===== config.mk =====
export PLATFORM = sky130hd
export DESIGN_NAME = clint
export DESIGN_NICKNAME = d
export VERILOG_FILES = /design/src/rtl/clint.sv
export SDC_FILE = /design/constraint.sdc
export NUM_CORES = 1
export LEC_CHECK = 0
export CAP_MARGIN = 20
export CORE_MARGIN = 10
export CORE_UTILIZATION = 45
export DETAILED_ROUTE_END_ITERATION = 10
export PLACE_DENSITY = 0.77
export REMOVE_ABC_BUFFERS = 1
export SLEW_MARGIN = 20
export SYNTH_ARGS = -nofsm -noshare
export SYNTH_HDL_FRONTEND = slang
export SYNTH_SLANG_ARGS = --single-unit

===== constraint.sdc =====
create_clock -name clk -period 2.59 [get_ports clk]
set_input_delay 0.518 -clock clk [delete_from_list [all_inputs] [get_ports clk]]
set_output_delay 0.518 -clock clk [all_outputs]
set_load 0.05 [all_outputs]

===== src/rtl/clint.sv =====
// clint: machine timer (mtime/mtimecmp) and software interrupt (msip) block.
// Ports: clk, rst (sync, active-low); mem_valid/addr/wdata/wstrb request,
//   mem_rdata/mem_ready response one cycle later; msip, mtip, mtime to csr.
// Optional prescaler: define CLINT_PRESCALER_EN to tick mtime every
//   CLINT_DIV clocks; otherwise mtime ticks every clock.
module clint #(
    parameter int unsigned CLINT_DIV = 10
) (
    input  logic        clk,
    input  logic        rst,
    input  logic        mem_valid,
    input  logic [31:0] mem_addr,
    input  logic [31:0] mem_wdata,
    input  logic [3:0]  mem_wstrb,
    output logic [31:0] mem_rdata,
    output logic        mem_ready,
    output logic        msip,
    output logic        mtip,
    output logic [63:0] mtime
);

    localparam logic [15:0] OFF_MSIP   = 16'h0000;
    localparam logic [15:0] OFF_CMP_LO = 16'h4000;
    localparam logic [15:0] OFF_CMP_HI = 16'h4004;
    localparam logic [15:0] OFF_TIM_LO = 16'hBFF8;
    localparam logic [15:0] OFF_TIM_HI = 16'hBFFC;

    logic [63:0] mtime_q, mtime_d;
    logic [63:0] cmp_q, cmp_d;
    logic        msip_q, msip_d;
    logic        mtip_q, mtip_d;
    logic        ready_q, ready_d;
    logic [31:0] rdata_q, rdata_d;
    logic [15:0] off;
    logic        wr;
    logic        tick;
    logic        unused_addr;

    assign off         = mem_addr[15:0];
    assign wr          = mem_valid && (mem_wstrb != 4'b0000);
    assign unused_addr = ^mem_addr[31:16];

`ifdef CLINT_PRESCALER_EN
    logic [15:0] cnt_q, cnt_d;

    // Counter free-runs; mtime writes deliberately leave it alone.
    assign tick = (cnt_q == 16'(CLINT_DIV - 1));

    always_comb begin
        cnt_d = cnt_q + 16'd1;
        if (tick) begin
            cnt_d = 16'd0;
        end
    end

    always_ff @(posedge clk) begin
        if (!rst) begin
            cnt_q <= 16'd0;
        end else begin
            cnt_q <= cnt_d;
        end
    end
`else
    logic [15:0] unused_div;

    assign unused_div = 16'(CLINT_DIV);
    assign tick       = 1'b1;
`endif

    function automatic logic [31:0] merge(
        input logic [31:0] old,
        input logic [31:0] wd,
        input logic [3:0]  st
    );
        logic [31:0] r;
        r = old;
        for (int b = 0; b < 4; b++) begin
            if (st[b]) begin
                r[b*8 +: 8] = wd[b*8 +: 8];
            end
        end
        return r;
    endfunction

    always_comb begin
        mtime_d = mtime_q;
        cmp_d   = cmp_q;
        msip_d  = msip_q;
        ready_d = mem_valid;
        rdata_d = 32'd0;
        // Compare uses current registers, so mtip lags by one cycle.
        mtip_d  = (mtime_q >= cmp_q);
        if (tick) begin
            mtime_d = mtime_q + 64'd1;
        end
        // Read data is the pre-write value; an mtime write replaces the
        // tick for that cycle and never carries into the other half.
        if (mem_valid) begin
            case (off)
                OFF_MSIP: begin
                    rdata_d = {31'd0, msip_q};
                    if (wr && mem_wstrb[0]) begin
                        msip_d = mem_wdata[0];
                    end
                end
                OFF_CMP_LO: begin
                    rdata_d = cmp_q[31:0];
                    if (wr) begin
                        cmp_d[31:0] = merge(cmp_q[31:0], mem_wdata, mem_wstrb);
                    end
                end
                OFF_CMP_HI: begin
                    rdata_d = cmp_q[63:32];
                    if (wr) begin
                        cmp_d[63:32] = merge(cmp_q[63:32], mem_wdata, mem_wstrb);
                    end
                end
                OFF_TIM_LO: begin
                    rdata_d = mtime_q[31:0];
                    if (wr) begin
                        mtime_d = {mtime_q[63:32],
                                   merge(mtime_q[31:0], mem_wdata, mem_wstrb)};
                    end
                end
                OFF_TIM_HI: begin
                    rdata_d = mtime_q[63:32];
                    if (wr) begin
                        mtime_d = {merge(mtime_q[63:32], mem_wdata, mem_wstrb),
                                   mtime_q[31:0]};
                    end
                end
                default: begin
                end
            endcase
        end
    end

    always_ff @(posedge clk) begin
        if (!rst) begin
            mtime_q <= 64'd0;
            cmp_q   <= '1;
            msip_q  <= 1'b0;
            mtip_q  <= 1'b0;
            ready_q <= 1'b0;
            rdata_q <= 32'd0;
        end else begin
            mtime_q <= mtime_d;
            cmp_q   <= cmp_d;
            msip_q  <= msip_d;
            mtip_q  <= mtip_d;
            ready_q <= ready_d;
            rdata_q <= rdata_d;
        end
    end

    // A response pending when reset falls is suppressed immediately.
    assign mem_ready = ready_q & rst;
    assign mem_rdata = rst ? rdata_q : 32'd0;
    assign msip      = msip_q;
    assign mtip      = mtip_q;
    assign mtime     = mtime_q;

endmodule


## Word level (Yosys, flattened, before mapping)

Cells that the tools add are included.

- Bits of input ports: 71
- Word-level logic and storage cells: 69
- Bits in registers: 163
- Output and inout port bits: 99

- Reduce and logical (&&, ||, !) cells: 22
- Order comparisons: 1
- Equal/unequal tests: 14
- Add/sub/neg operators: 1
- Bitwise logic cells: 1
- Mux-type cells: 10

Operators with widths:

| cell | number |
|---|---|
| two-way mux 64 bit | 3 |
| case mux 32 bit (5 select lines) | 1 |
| case mux 64 bit (2 select lines) | 1 |
| adder 64 x 1 -> 64 bit (second input constant) | 1 |
| >= comparator 64 bit | 1 |
| equality test 16 x 15 -> 1 bit (second input constant) | 2 |
| equality test 16 bit (second input constant) | 2 |
| two-way mux 32 bit | 1 |
| two-way mux 8 bit | 4 |
| inequality test 4 bit (second input constant) | 8 |
| AND reduction 4 bit | 8 |
| AND reduction 2 bit | 9 |
| zero test 16 bit | 1 |
| inequality test 3 bit (second input constant) | 2 |
| nonzero test 4 bit | 1 |
| AND reduction 3 bit | 1 |
| logical AND 1 bit | 2 |
| AND 1 bit | 1 |

## Depth between registers and ports, before layout

- Depth after elaboration: 5
- Depth in mapped cells: 9
- Depth with buffers taken out: 8

## Worst setup path after synthesis

No wires, ideal clock.

- Path kind: register -> register
- Start point: register mtime_q[22], in the netlist mtime[22]
- End point: register mtime_q[36], in the netlist mtime[36]
- Arrival time: 2.526 ns
- Period minus slack after synthesis: 2.613 ns
- Buffers on the path: 0
- Path slack: -0.023 ns
- Setup time: 0.088 ns
- Stages on the path, launching flop included: 7
- Required time: 2.502 ns
- Cell sequence: dfxtp_1 > nand4_2 > or4_4 > nor4_4 > a32o_1 > a21oi_1 > nor4_2

- Word-level cells in the longest chain between the ends: 4
- Elaborated cells on any way between the ends: 5
- Classes of those cells: 1 x add/sub; 4 x mux

RTL lines:

| item | RTL line | text |
|---|---|---|
| start: declaration | 28 | `logic [63:0] mtime_q, mtime_d;` |
| start signal: assignment | 147 | `mtime_q <= mtime_d;` |
| adder 64 x 1 -> 64 bit * | 94 | `mtime_d = mtime_q + 64'd1;` |
| two-way mux 64 bit, on equally long branches | 127, 120 |  |
| case mux 64 bit (2 select lines) | 99 | `case (off)` |
| two-way mux 64 bit * | 98 | `if (mem_valid) begin` |

Mark *: on every way between the ends. The rest lies on a longest branch, timed or not. The select of a mux whose other input is x is not followed.
A chain may end at the register's enable or synchronous reset.

## Worst setup path after layout

- Start point: register cmp_q[44]
- End point: register mtip_q, in the netlist mtip

- Word-level cells in the longest chain between the ends: 1

RTL lines:

| item | RTL line | text |
|---|---|---|
| start: declaration | 29 | `logic [63:0] cmp_q, cmp_d;` |
| start signal: assignment | 148 | `cmp_q <= cmp_d;` |
| >= comparator 64 bit | 92 | `mtip_d = (mtime_q >= cmp_q);` |
| end signal: assignment | 150 | `mtip_q <= mtip_d;` |
| end: declaration | 31 | `logic mtip_q, mtip_d;` |

No other way between the ends.

==> run metrics <==
Antenna diodes=0; CP Data Required Time=2970 ps; TritonCTS clock tree=yes; Setup WS pre-CTS=-457.3 ps; Die Area=0.02926 sq mm; Placer Congestion=0.9699; hold crit path type=reg2reg; Die X=171.1 microns; I/O Buffers=153; drc violations=0; P_leak=6.611 nW; reg2reg setup slack=-20 ps; iteration count of the initial detailed-routing pass=6; Tot Pwr=5.417 mW; fin area=0.01404 sq mm; Area Overhead vs Synth=36.71%; H-tree depth=4; Max-Slew Margin vs Limit=0.5671; Vias=11.30k; Worst Hold Launch=cmp_q[60]$_SDFFE_PN1P_; CTS Buffer Depth=2; P_sw=1.340 mW; worst-margin pin slew=645.8 ps; Seq/Total Area, Yosys=0.3178; crit-path max FO=3; Inserted Clock Buffers=17; met3 wire length=3752 microns; post-synthesis cell area=0.01027 sq mm; Combinational Power Share=0.073; Clk Latency, worst-skew pair=440 ps; FMAX=383.0 MHz; clock skew=11.84 ps; WL met1=15680 microns; Worst R2R Start=cmp_q[44]$_SDFFE_PN1P_; clk root buf=clkbuf_16; final wirelength=38890 microns; nets=1668; global-route wire length before repair=60480 microns; top-area cell type share of the netlist area=0.3178; Clock power frac=0.462; share of post-route cells with drive strength above 1=0.1775; TritonCTS Sinks=163; WL per Instance=21.26 microns; cell taking the most area after synthesis=dfxtp_1; Hold Vio Cnt, Final=0; launch point of the worst path=cmp_q[44]$_SDFFE_PN1P_; DR iter-0 viols=1375; most frequent cell after synthesis=dfxtp_1; VDD IR-drop max=0.4258 mV; syn avg cell area=8.227 sq um; yosys warns=0; Synth area leaders=dfxtp_1, mux2i_1, ha_1, nand2_1, a21oi_1; Cell Pwr Density=385.9 mW/mm^2; Post-synth EDFFs=0; Reg clk slew, reported paths=70 ps; register bit total from synthesis=163; Async S/R FF share, synth=0; WHS=501.6 ps; Hold-fix buffers, CTS=0; sequential share of power=0.465; Synth Instances=1248; Worst Path Arrival=2990 ps; dpl hpwl=29400 microns; Final setup viols=1; fin. max-slew vios=0; total track usage=0.2602; FILL cells=1934; failing checks=setup timing; vias in the first global route=11.03k; RSZ-0062 raised after global routing=yes; core area=0.02257 sq mm; crit path launch type=flop; row count=55; fin worst setup slack=-21.10 ps; Placed Area=0.01340 sq mm; Final ANT Viol Nets=0; GR Overflow Total=0; Crit Path Category=reg2reg; setup TNS=-21.10 ps; ys flop type=dfxtp_1; top layer used by detailed routing=met4; max cap viols=0; switch share=0.2474; Commonest cells post-synth=dfxtp_1, nand2_1, mux2i_1, nor2_1, inv_1; I/O pin count=170; Final Critical Period=2611 ps; Initial Util=0.4549; met2 WL=18060 microns; initial antenna violation count=0; Pint=4.077 mW; outcome=finished, violations left; CP endpoint kind=flop; vias per cell=6.177; post-synthesis cell type count=70; floorplan die height=171.1 microns; period utilization=1.008; largest net degree at the start of global routing=48
registers in the layout, indices dropped and copies added (netlist names):
register and cells:
msip 1, mtip 1, ready_q 1, cmp_q 64, rdata_q 32, mtime 64
area by class of cell:
cell class,count,area (sq um),share of cell area
clock buffer,23,478.0,0.03405
clock inverter,8,78.83,0.005616
inverter,81,304.0,0.02166
multi-input combinational,940,6515,0.4642
sequential,163,3263,0.2325
tap,285,356.6,0.02541
timing repair buffer,329,3040,0.2166
per-stage QoR:
| step | utilization | cells |
|---|---|---|
| floorplan | - | 1184 |
| global placement | 0.5938 | 1795 |
| detailed placement | 0.5938 | 1795 |
| CTS | 0.6197 | 1828 |
| global route | 0.6218 | 1829 |
| finish | 0.6218 | 1829 |
power by group through the flow:
stage | clock [mW] | sequential, mW | combinational [mW]
2_1_floorplan | 0 | 2.59 | 0.0939
3_3_place_gp | 0 | 2.57 | 0.386
3_5_place_dp | 0 | 2.57 | 0.389
4_1_cts | 2.51 | 2.52 | 0.391
5_1_grt | 2.59 | 2.52 | 0.417
6_report | 2.50 | 2.52 | 0.398
cells by family after synthesis:
logic type / synth area share
xor gates and xnor gates: 0.008531
muxes: 0.1284
and+or+nand+nor: 0.2323
buffers and inverters: 0.05411
adders and majority gates: 0.07921
DFF: 0.3178
AOI/OAI and AO/OA: 0.1796
worst paths after layout:
check / to / cells past startpoint
setup reg to reg: mtip$_SDFF_PN0_ / 8
hold / removal: cmp_q[60]$_SDFFE_PN1P_ / 1
setup / recovery: mtip$_SDFF_PN0_ / 8
hold reg to reg: cmp_q[60]$_SDFFE_PN1P_ / 1
critical path, stage by stage, from the launching register on:
cell and delay [ps]:
dfxtp_1 360, inv_1 60, ha_1 270, nand4_1 280
or4_4 560, or4_4 530, o2111ai_1 220, nor4_1 130
nor2_1 130
timing repair:
item                                    4_1_cts  5_1_grt
pin swaps                                     2        1
cloned                                        0        0
endpoints found under the setup margin        7       14
buffers inserted                              2        1
resized for setup                             3        8
endpoints found under the hold margin         0        0
per-layer routing:
metal  up-vias  GRT usage
met2       614     0.4317
met4         0    0.09036
met3       118    0.05530
li1       5154          -
met1      5412     0.3262
met5         -          0
cell usage in the layout, fill, tap and decap left out, drive strengths merged, types with 8 or more instances in the layout:
| cell | instances |
|---|---|
| nor3 | 30 |
| a211o | 8 |
| dfxtp | 163 |
| clkdlybuf4s50 | 118 |
| buf | 211 |
| a211oi | 18 |
| nand3 | 31 |
| inv | 80 |
| mux2i | 125 |
| and2 | 43 |
| nand4 | 43 |
| nor4 | 32 |
| o21ai | 52 |
| o211ai | 15 |
| a21oi | 72 |
| o22ai | 9 |
| ha | 65 |
| clkbuf | 23 |
| and3 | 15 |
| and4 | 12 |
| a21o | 13 |
| nor2 | 83 |
| a221oi | 8 |
| nand2 | 142 |
| o22a | 31 |
Note: power is estimated with default switching activity, not from simulation.
